==> src/rtl/mixcol_sequencer_pkg.sv <==
// mixcol_sequencer_pkg: AES state geometry, sequencer FSM encoding and GF(2^8) doubling
package mixcol_sequencer_pkg;
  localparam int AES_NCOL = 4;
  localparam int AES_COLW = 32;
  localparam int AES_STATEW = 128;
  typedef enum logic [1:0] {IDLE, RUN, DONE} fsm_e;
  function automatic logic [7:0] xtime(input logic [7:0] b);
    return {b[6:0], 1'b0} ^ (b[7] ? 8'h1b : 8'h00);
  endfunction
endpackage

==> src/rtl/mixcol_sequencer_if.sv <==
// mixcol_sequencer_if: input and output valid/ready channels of the MixColumns sequencer
interface mixcol_sequencer_if;
  import mixcol_sequencer_pkg::*;
  logic in_valid;
  logic in_ready;
  logic [AES_STATEW-1:0] in_state;
  logic in_bypass;
  logic out_valid;
  logic out_ready;
  logic [AES_STATEW-1:0] out_state;
  logic busy;
  modport slave(input in_valid, in_state, in_bypass, out_ready, output in_ready, out_valid, out_state, busy);
  modport master(output in_valid, in_state, in_bypass, out_ready, input in_ready, out_valid, out_state, busy);
endinterface

==> src/rtl/mixcol_sequencer_mix.sv <==
// mixcol_sequencer_mix: combinational MixColumns on one 32-bit column, byte 0 in the MSBs
module mixcol_sequencer_mix
  import mixcol_sequencer_pkg::*;
(
  input  logic [AES_COLW-1:0] col,
  output logic [AES_COLW-1:0] mixed
);
  logic [7:0] a0, a1, a2, a3;
  assign {a0, a1, a2, a3} = col;
  assign mixed = {xtime(a0) ^ xtime(a1) ^ a1 ^ a2 ^ a3,
                  a0 ^ xtime(a1) ^ xtime(a2) ^ a2 ^ a3,
                  a0 ^ a1 ^ xtime(a2) ^ xtime(a3) ^ a3,
                  xtime(a0) ^ a0 ^ a1 ^ a2 ^ xtime(a3)};
endmodule

==> src/rtl/mixcol_sequencer.sv <==
// mixcol_sequencer: column-serial MixColumns engine, COL_PER_CYC columns mixed per clock
module mixcol_sequencer
  import mixcol_sequencer_pkg::*;
#(
  parameter int COL_PER_CYC = 1
) (
  input logic clk,
  input logic rst_n,
  mixcol_sequencer_if.slave bus
);
  localparam logic [1:0] STEP = 2'(COL_PER_CYC);
  localparam logic [1:0] LAST = 2'(AES_NCOL - COL_PER_CYC);
  fsm_e fsm, fsm_nx;
  logic [AES_STATEW-1:0] st_q, st_mix;
  logic [1:0] col_q;
  logic accept;
  logic [AES_COLW-1:0] col_in [COL_PER_CYC];
  logic [AES_COLW-1:0] col_out [COL_PER_CYC];
  for (genvar i = 0; i < COL_PER_CYC; i++) begin : g_mix
    logic [1:0] c;
    assign c = col_q + 2'(i);
    assign col_in[i] = st_q[AES_STATEW-1-AES_COLW*int'(c) -: AES_COLW];
    mixcol_sequencer_mix u_mix (.col(col_in[i]), .mixed(col_out[i]));
  end
  // col_q is always a multiple of COL_PER_CYC, so col_q+k never passes column 3
  always_comb begin
    st_mix = st_q;
    for (int k = 0; k < COL_PER_CYC; k++)
      st_mix[AES_STATEW-1-AES_COLW*(int'(col_q)+k) -: AES_COLW] = col_out[k];
  end
  always_ff @(posedge clk or negedge rst_n)
    if (!rst_n) fsm <= IDLE;
    else fsm <= fsm_nx;
  // an accept out of DONE drains and reloads on the same edge
  always_comb begin
    fsm_nx = accept ? (bus.in_bypass ? DONE : RUN) :
             (fsm == RUN) ? ((col_q == LAST) ? DONE : RUN) :
             (fsm == DONE && !bus.out_ready) ? DONE : IDLE;
  end
  always_comb begin
    bus.in_ready = (fsm == IDLE) || (fsm == DONE && bus.out_ready);
    bus.out_valid = (fsm == DONE);
    bus.busy = (fsm != IDLE);
    bus.out_state = st_q;
    accept = bus.in_valid && bus.in_ready;
  end
  always_ff @(posedge clk or negedge rst_n)
    if (!rst_n) begin
      st_q <= '0;
      col_q <= '0;
    end else if (accept) begin
      st_q <= bus.in_state;
      col_q <= '0;
    end else if (fsm == RUN) begin
      st_q <= st_mix;
      col_q <= col_q + STEP;
    end
endmodule

==> src/flat_wrapper.sv <==
// flat-port wrapper written by rule: the top's interface ports become plain ports
module mixcol_sequencer_flat import mixcol_sequencer_pkg::*;
#(
  parameter int COL_PER_CYC = 1
)
  (clk, rst_n, bus_in_valid, bus_in_state, bus_in_bypass, bus_out_ready, bus_in_ready, bus_out_valid, bus_out_state, bus_busy);
  mixcol_sequencer_if bus_i ();
  input logic clk;
  input logic rst_n;
  input wire logic [$bits(bus_i.in_valid)-1:0] bus_in_valid;
  input wire logic [$bits(bus_i.in_state)-1:0] bus_in_state;
  input wire logic [$bits(bus_i.in_bypass)-1:0] bus_in_bypass;
  input wire logic [$bits(bus_i.out_ready)-1:0] bus_out_ready;
  output wire logic [$bits(bus_i.in_ready)-1:0] bus_in_ready;
  output wire logic [$bits(bus_i.out_valid)-1:0] bus_out_valid;
  output wire logic [$bits(bus_i.out_state)-1:0] bus_out_state;
  output wire logic [$bits(bus_i.busy)-1:0] bus_busy;
  assign bus_i.in_valid = bus_in_valid;
  assign bus_i.in_state = bus_in_state;
  assign bus_i.in_bypass = bus_in_bypass;
  assign bus_i.out_ready = bus_out_ready;
  assign bus_in_ready = bus_i.in_ready;
  assign bus_out_valid = bus_i.out_valid;
  assign bus_out_state = bus_i.out_state;
  assign bus_busy = bus_i.busy;
  mixcol_sequencer #(.COL_PER_CYC(COL_PER_CYC)) u_core (.clk(clk), .rst_n(rst_n), .bus(bus_i));
endmodule
==> config.mk <==
export PLATFORM = sky130hd
export DESIGN_NAME = mixcol_sequencer_flat
export DESIGN_NICKNAME = d
export VERILOG_FILES = /design/src/rtl/mixcol_sequencer_pkg.sv /design/src/rtl/mixcol_sequencer_if.sv /design/src/rtl/mixcol_sequencer_mix.sv /design/src/rtl/mixcol_sequencer.sv /design/src/flat_wrapper.sv
export SDC_FILE = /design/constraint.sdc
export NUM_CORES = 1
export LEC_CHECK = 0
export CORE_ASPECT_RATIO = 0.9
export CORE_MARGIN = 2
export CORE_UTILIZATION = 46
export DETAILED_ROUTE_END_ITERATION = 12
export PLACE_DENSITY = 0.93
export SYNTH_ARGS = -nofsm -noshare
export SYNTH_HDL_FRONTEND = slang
export SYNTH_SLANG_ARGS = --single-unit
==> constraint.sdc <==
create_clock -name clk -period 2.57 [get_ports clk]
set_input_delay 0.514 -clock clk [delete_from_list [all_inputs] [get_ports clk]]
set_output_delay 0.514 -clock clk [all_outputs]
set_load 0.02 [all_outputs]
==> results of run 1 <==
==> metal layers <==
| metal | wire (um) | share of wire | vias up |
|---|---|---|---|
| li1 | - | - | 2807 |
| met1 | 10500 | 0.39 | 3281 |
| met2 | 13000 | 0.48 | 535 |
| met3 | 2870 | 0.11 | 78 |
| met4 | 891 | 0.033 | 0 |
| met5 | 0 | 0 | - |
==> cells by family (layout without fill, tap and decap cells) <==
group,Yosys count,after routing,share of synthesized area
simple gates,17,17,0.0123
compound gates,264,264,0.224
mux,32,32,0.0974
fa+ha+maj,4,4,0.00673
xor+xnor,72,72,0.183
flops,132,132,0.444
buf+inv,51,333,0.0330
==> registers in the layout (all words and copies together), names as in the netlist <==
| signal | flops |
|---|---|
| u_core.bus.out_state | 128 |
| u_core.col_q | 2 |
| u_core.fsm | 2 |
==> stage by stage <==
step	hold WS [ps]	utilization	setup slack, ps	std cells	cell area [um^2]
3_5_place_dp	525	0.655	18.8	1028	10500
5_1_grt	102	0.698	23.3	1061	11100
6_report	58.8	0.698	60.8	1061	11100
2_1_floorplan	218	-	362	572	7440
4_1_cts	72.1	0.696	4.37	1060	11100
3_3_place_gp	518	0.655	76.3	1028	10500
==> area by class of cell <==
type                       count  area, um^2
fill                        1083        4820
clock inverter                14         225
multi-input combinational    389        3950
inverter                       3        11.3
tap                          207         259
sequential                   132        3310
timing repair buffer         298        2960
clock buffer                  18         429
==> critical path: stages, from the launching register on <==
cell and delay (ps):
dfrtp_2 440, buf_12 170, mux4_2 590, xor2_1 450
xnor3_1 610, o21ai_1 180
==> synth_stat cells (all sizes together) (4+ instances only) <==
cell type	n
ha	4
mux4	32
o21ai	128
clkbuf	37
a32oi	4
xnor2	10
buf	11
dfrtp	132
xor3	4
xnor3	40
a22oi	128
xor2	18
==> worst min-delay path by stage <==
stage / start / to / slack (ps) / depth (start not counted)
after floorplan: rst_n / u_core.bus.out_state[0] / 220 / 0
after global placement: u_core.bus.out_state[23] / u_core.bus.out_state[23] / 520 / 2
after detailed placement: rst_n / u_core.bus.out_state[63] / 530 / 1
after CTS: rst_n / u_core.bus.out_state[102] / 70 / 1
after global routing: rst_n / u_core.bus.out_state[2] / 100 / 1
final: rst_n / u_core.bus.out_state[102] / 60 / 1
==> repair_timing <==
| action | 4_1_cts | 5_1_grt |
|---|---|---|
| buffers inserted | 0 | 1 |
| gates resized for setup | 1 | 2 |
| setup endpoints to repair | 1 | 47 |
| hold endpoints to repair | 0 | 0 |
==> cell usage in the layout (no fill, tap or decap), types with 3 or more instances in the layout <==
master / count
ha_1: 4
a32oi_2: 4
xnor3_1: 40
xnor2_4: 3
nand2b_1: 3
clkinv_4: 3
bufinv_16: 5
clkdlybuf4s50_1: 262
xor3_1: 4
o21ai_1: 128
mux4_2: 31
xnor2_2: 4
nand2_1: 3
buf_4: 30
clkbuf_16: 17
buf_12: 5
dfrtp_1: 130
a22oi_1: 128
xnor2_1: 3
xor2_2: 5
xor2_1: 12
==> results.sh, run 1 <==
export IMPL_r2r_end="u_core.bus.out_state[36]"
export IMPL_finalCriticalPeriod_ps=2510
export IMPL_route_detailed_drc=0
export IMPL_critPathCaptureType="register"
export IMPL_area_delta_synth_final_pct=49.9
export IMPL_synth_cells=572
export IMPL_grt_usage=0.317
export IMPL_antenna_found_initial=0
export IMPL_ys_types=35
export IMPL_r2r_start="u_core.col_q[0]"
export IMPL_worstSetupPathType="reg2reg"
export IMPL_synth_edf_count=0
export IMPL_setup_viol=0
export IMPL_synth_area_per_cell_um2=13.0
export IMPL_cts_buffers=17
export IMPL_routed_wl_um=27200
export IMPL_final_setup_tns_ps=0
export IMPL_ys_warnings_count=0
export IMPL_met1_usage=0.416
export IMPL_htreeDepth=4
export IMPL_hold_class="in2async"
export IMPL_ff2ff_path_depth=5
export IMPL_n_antenna_cell=0
export IMPL_core_area_um2=16000
export IMPL_clkLatencyLatePin_ps=430
export IMPL_layout_nets=978
export IMPL_min_period_over_period=0.976
export IMPL_synth_seq_cells=132
export IMPL_cts_hold_buf=0
export IMPL_synth_top_cells_by_area="dfrtp_1 44%, a22oi_1 13%, xnor3_1 12%, mux4_2 9.4%, o21ai_1 8.6%"
export IMPL_drt_first_pass_iters=5
export IMPL_clkTransAtPathRegs_ps=60
export IMPL_die_h_um=125
export IMPL_io_buffers=263
export IMPL_fmaxAchievable_ghz=0.399
export IMPL_crit_arrival_ps=2860
export IMPL_layout_drive_gt1_share=0.142
export IMPL_fp_dieW_um=138
export IMPL_rows=44
export IMPL_pin_count=264
export IMPL_worst_slew_pin_slew_ps=687
export IMPL_reg2reg_slack_ps=60
export IMPL_maxCapViolations=0
export IMPL_met2_usage=0.501
export IMPL_grt_pass1_vias=6846
export IMPL_grt_pass1_wl_um=41200
export IMPL_synth_top_area_cell="dfrtp_1"
export IMPL_grt_max_degree=63
export IMPL_gp_congestion=0.983
export IMPL_die_area_um2=17200
export IMPL_grtUsageMet3=0.0942
export IMPL_crit_start="u_core.col_q[0]"
export IMPL_crit_fanout=12
export IMPL_wire_per_inst_um=25.7
export IMPL_syn_num_nets=709
export IMPL_cts_tree="built"
export IMPL_syn_cell_area_um2=7440
export IMPL_final_max_slew_violation_count=0
export IMPL_initial_core_util=0.466
export IMPL_place_hpwl_um=19800
export IMPL_ys_flop_type="dfrtp_1"
export IMPL_status="finished, final reports clean"
export IMPL_cp_start_kind="register"
export IMPL_clockBufferDepth=2
export IMPL_finalClockSkew_ps=12.5
export IMPL_crit_required_ps=2930
export IMPL_synthArstFlopShare=1.00
export IMPL_relSlewSlack=0.541
export IMPL_ant_nets=0
export IMPL_overflow=0
export IMPL_endpoint="u_core.bus.out_state[36]"
export IMPL_synth_top_area_share=0.444
export IMPL_gr_max_usage_layer="met2"
export IMPL_grt_setup_unrepaired="false"
export IMPL_clock_root_buffer="clkbuf_16"
export IMPL_hold_viol_final=0
export IMPL_post_drt_via_cell_ratio=6.32
export IMPL_ys_seq_area_frac=0.444
export IMPL_cts_sinks=132
export IMPL_via_count=6701
export IMPL_drt_iter0_markers=766
Power of run 1 is not shown: default switching activity piles up to over one toggle a cycle in this logic, so the estimate is an artifact.
==> run 2: changes to the inputs <==
--- a/config.mk
+++ b/config.mk
@@ -6,7 +6,6 @@
 export NUM_CORES = 1
 export LEC_CHECK = 0
 export CORE_ASPECT_RATIO = 0.9
-export CORE_MARGIN = 2
 export CORE_UTILIZATION = 46
 export DETAILED_ROUTE_END_ITERATION = 12
 export PLACE_DENSITY = 0.93
==> results.sh, run 2 (same netlist as run 1, synthesis figures left out) <==
export IMPL_status="finished, final reports clean"
export IMPL_critPathMaxStageDelay_ps=670
export IMPL_path_buf_inv=1
export IMPL_clkLatencyLatePin_ps=430
export IMPL_layout_drive_gt1_share=0.129
export IMPL_grt_pass1_wl_um=40800
export IMPL_gp_congestion=0.927
export IMPL_die_h_um=123
export IMPL_rows=43
export IMPL_slowest_stage="mux4_2"
export IMPL_fin_util=0.707
export IMPL_io_buffers=263
export IMPL_clkTransAtPathRegs_ps=60
export IMPL_routed_wl_um=27400
export IMPL_final_setup_tns_ps=0
export IMPL_drt_first_pass_iters=6
export IMPL_n_antenna_cell=0
export IMPL_grt_max_degree=67
export IMPL_min_period_over_period=0.955
export IMPL_route_detailed_drc=0
export IMPL_hold_viol_final=0
export IMPL_layout_nets=970
export IMPL_setup_viol=0
export IMPL_grt_setup_unrepaired="false"
export IMPL_stdcell_count=1047
export IMPL_crit_fanout=26
export IMPL_layout_commonest_cell="clkdlybuf4s50_1"
export IMPL_cts_tree="built"
export IMPL_crit_arrival_ps=2800
export IMPL_largest_reg_flops=128
export IMPL_clock_root_buffer="clkbuf_16"
export IMPL_clockBufferDepth=2
export IMPL_post_drt_via_cell_ratio=6.46
export IMPL_crit_required_ps=2920
export IMPL_initial_core_util=0.477
export IMPL_die_area_um2=16700
export IMPL_antenna_found_initial=0
export IMPL_maxCapViolations=0
export IMPL_drt_iter0_markers=770
export IMPL_worst_slew_pin_slew_ps=740
export IMPL_fp_dieW_um=136
export IMPL_overflow=0
export IMPL_pin_count=264
export IMPL_place_hpwl_um=19300
export IMPL_finalClockSkew_ps=11.3
export IMPL_finalCriticalPeriod_ps=2450
export IMPL_grt_usage=0.339
export IMPL_relSlewSlack=0.506
export IMPL_cp_start_kind="register"
export IMPL_core_area_um2=15600
export IMPL_dp_cells=1015
export IMPL_cts_sinks=132
export IMPL_via_count=6767
export IMPL_final_cell_mix="262 x clkdlybuf4s50_1, 130 x dfrtp_1, 128 x a22oi_1, 128 x o21ai_1, 40 x xnor3_1"
export IMPL_cts_buffers=17
export IMPL_critPathCaptureType="register"
export IMPL_cp_cell_sequence="buf_12 > mux4_2 > xor2_2 > xnor3_1 > o21ai_1"
export IMPL_fmaxAchievable_ghz=0.407
export IMPL_worstSetupPathType="reg2reg"
export IMPL_ant_nets=0
export IMPL_cp_top_family="XOR/XNOR gates"
export IMPL_hold_class="in2async"
export IMPL_area_delta_synth_final_pct=48.3
export IMPL_htreeDepth=4
export IMPL_grt_pass1_vias=6768
export IMPL_final_max_slew_violation_count=0
export IMPL_wire_per_inst_um=26.1
## run 2: final cells by class
class | instances | area [um^2]
Tap cell | 202 | 253
Clock inverter | 7 | 120
Inverter | 3 | 11.3
Clock buffer | 24 | 502
Sequential cell | 132 | 3310
Fill cell | 1087 | 4570
Multi-Input combinational cell | 389 | 3930
Timing Repair Buffer | 290 | 2910
## run 2: metal layers
layer  share of wire  GRT usage
met1            0.37      0.454
met2            0.48      0.540
met3            0.13     0.0867
met4           0.025      0.118
met5               0          0
## run 2: worst paths after layout
check	end	depth (start not counted)	from	slack, ps
max	u_core.bus.out_state[111]	5	u_core.col_q[0]	120
min	u_core.fsm[1]	1	rst_n	20
max reg2reg	u_core.bus.out_state[111]	5	u_core.col_q[0]	120
min reg2reg	u_core.bus.out_state[21]	2	u_core.bus.out_state[21]	540
max in group asynchronous	u_core.bus.out_state[8]	2	rst_n	1740
min in group clk	u_core.bus.out_state[21]	2	u_core.bus.out_state[21]	540
## run 2: per-stage QoR
stage / hold WS (ps) / area (um^2) / worst slack [ps]
floorplan: 218 / 7440 / 362
global placement: 479 / 10400 / 206
detailed placement: 480 / 10400 / 118
CTS: 35.3 / 11000 / 103
global route: 61.2 / 11000 / 13.5
finish: 15.9 / 11000 / 116
## run 2: what timing repair did
item / 4_1_cts / 5_1_grt
endpoints found under the setup margin: 0 / 2
hold buffers: 0 / 0
buffers inserted: 0 / 1
endpoints found under the hold margin: 0 / 0
gates resized for setup: 0 / 0
Power of run 2 is left out for the same reason.
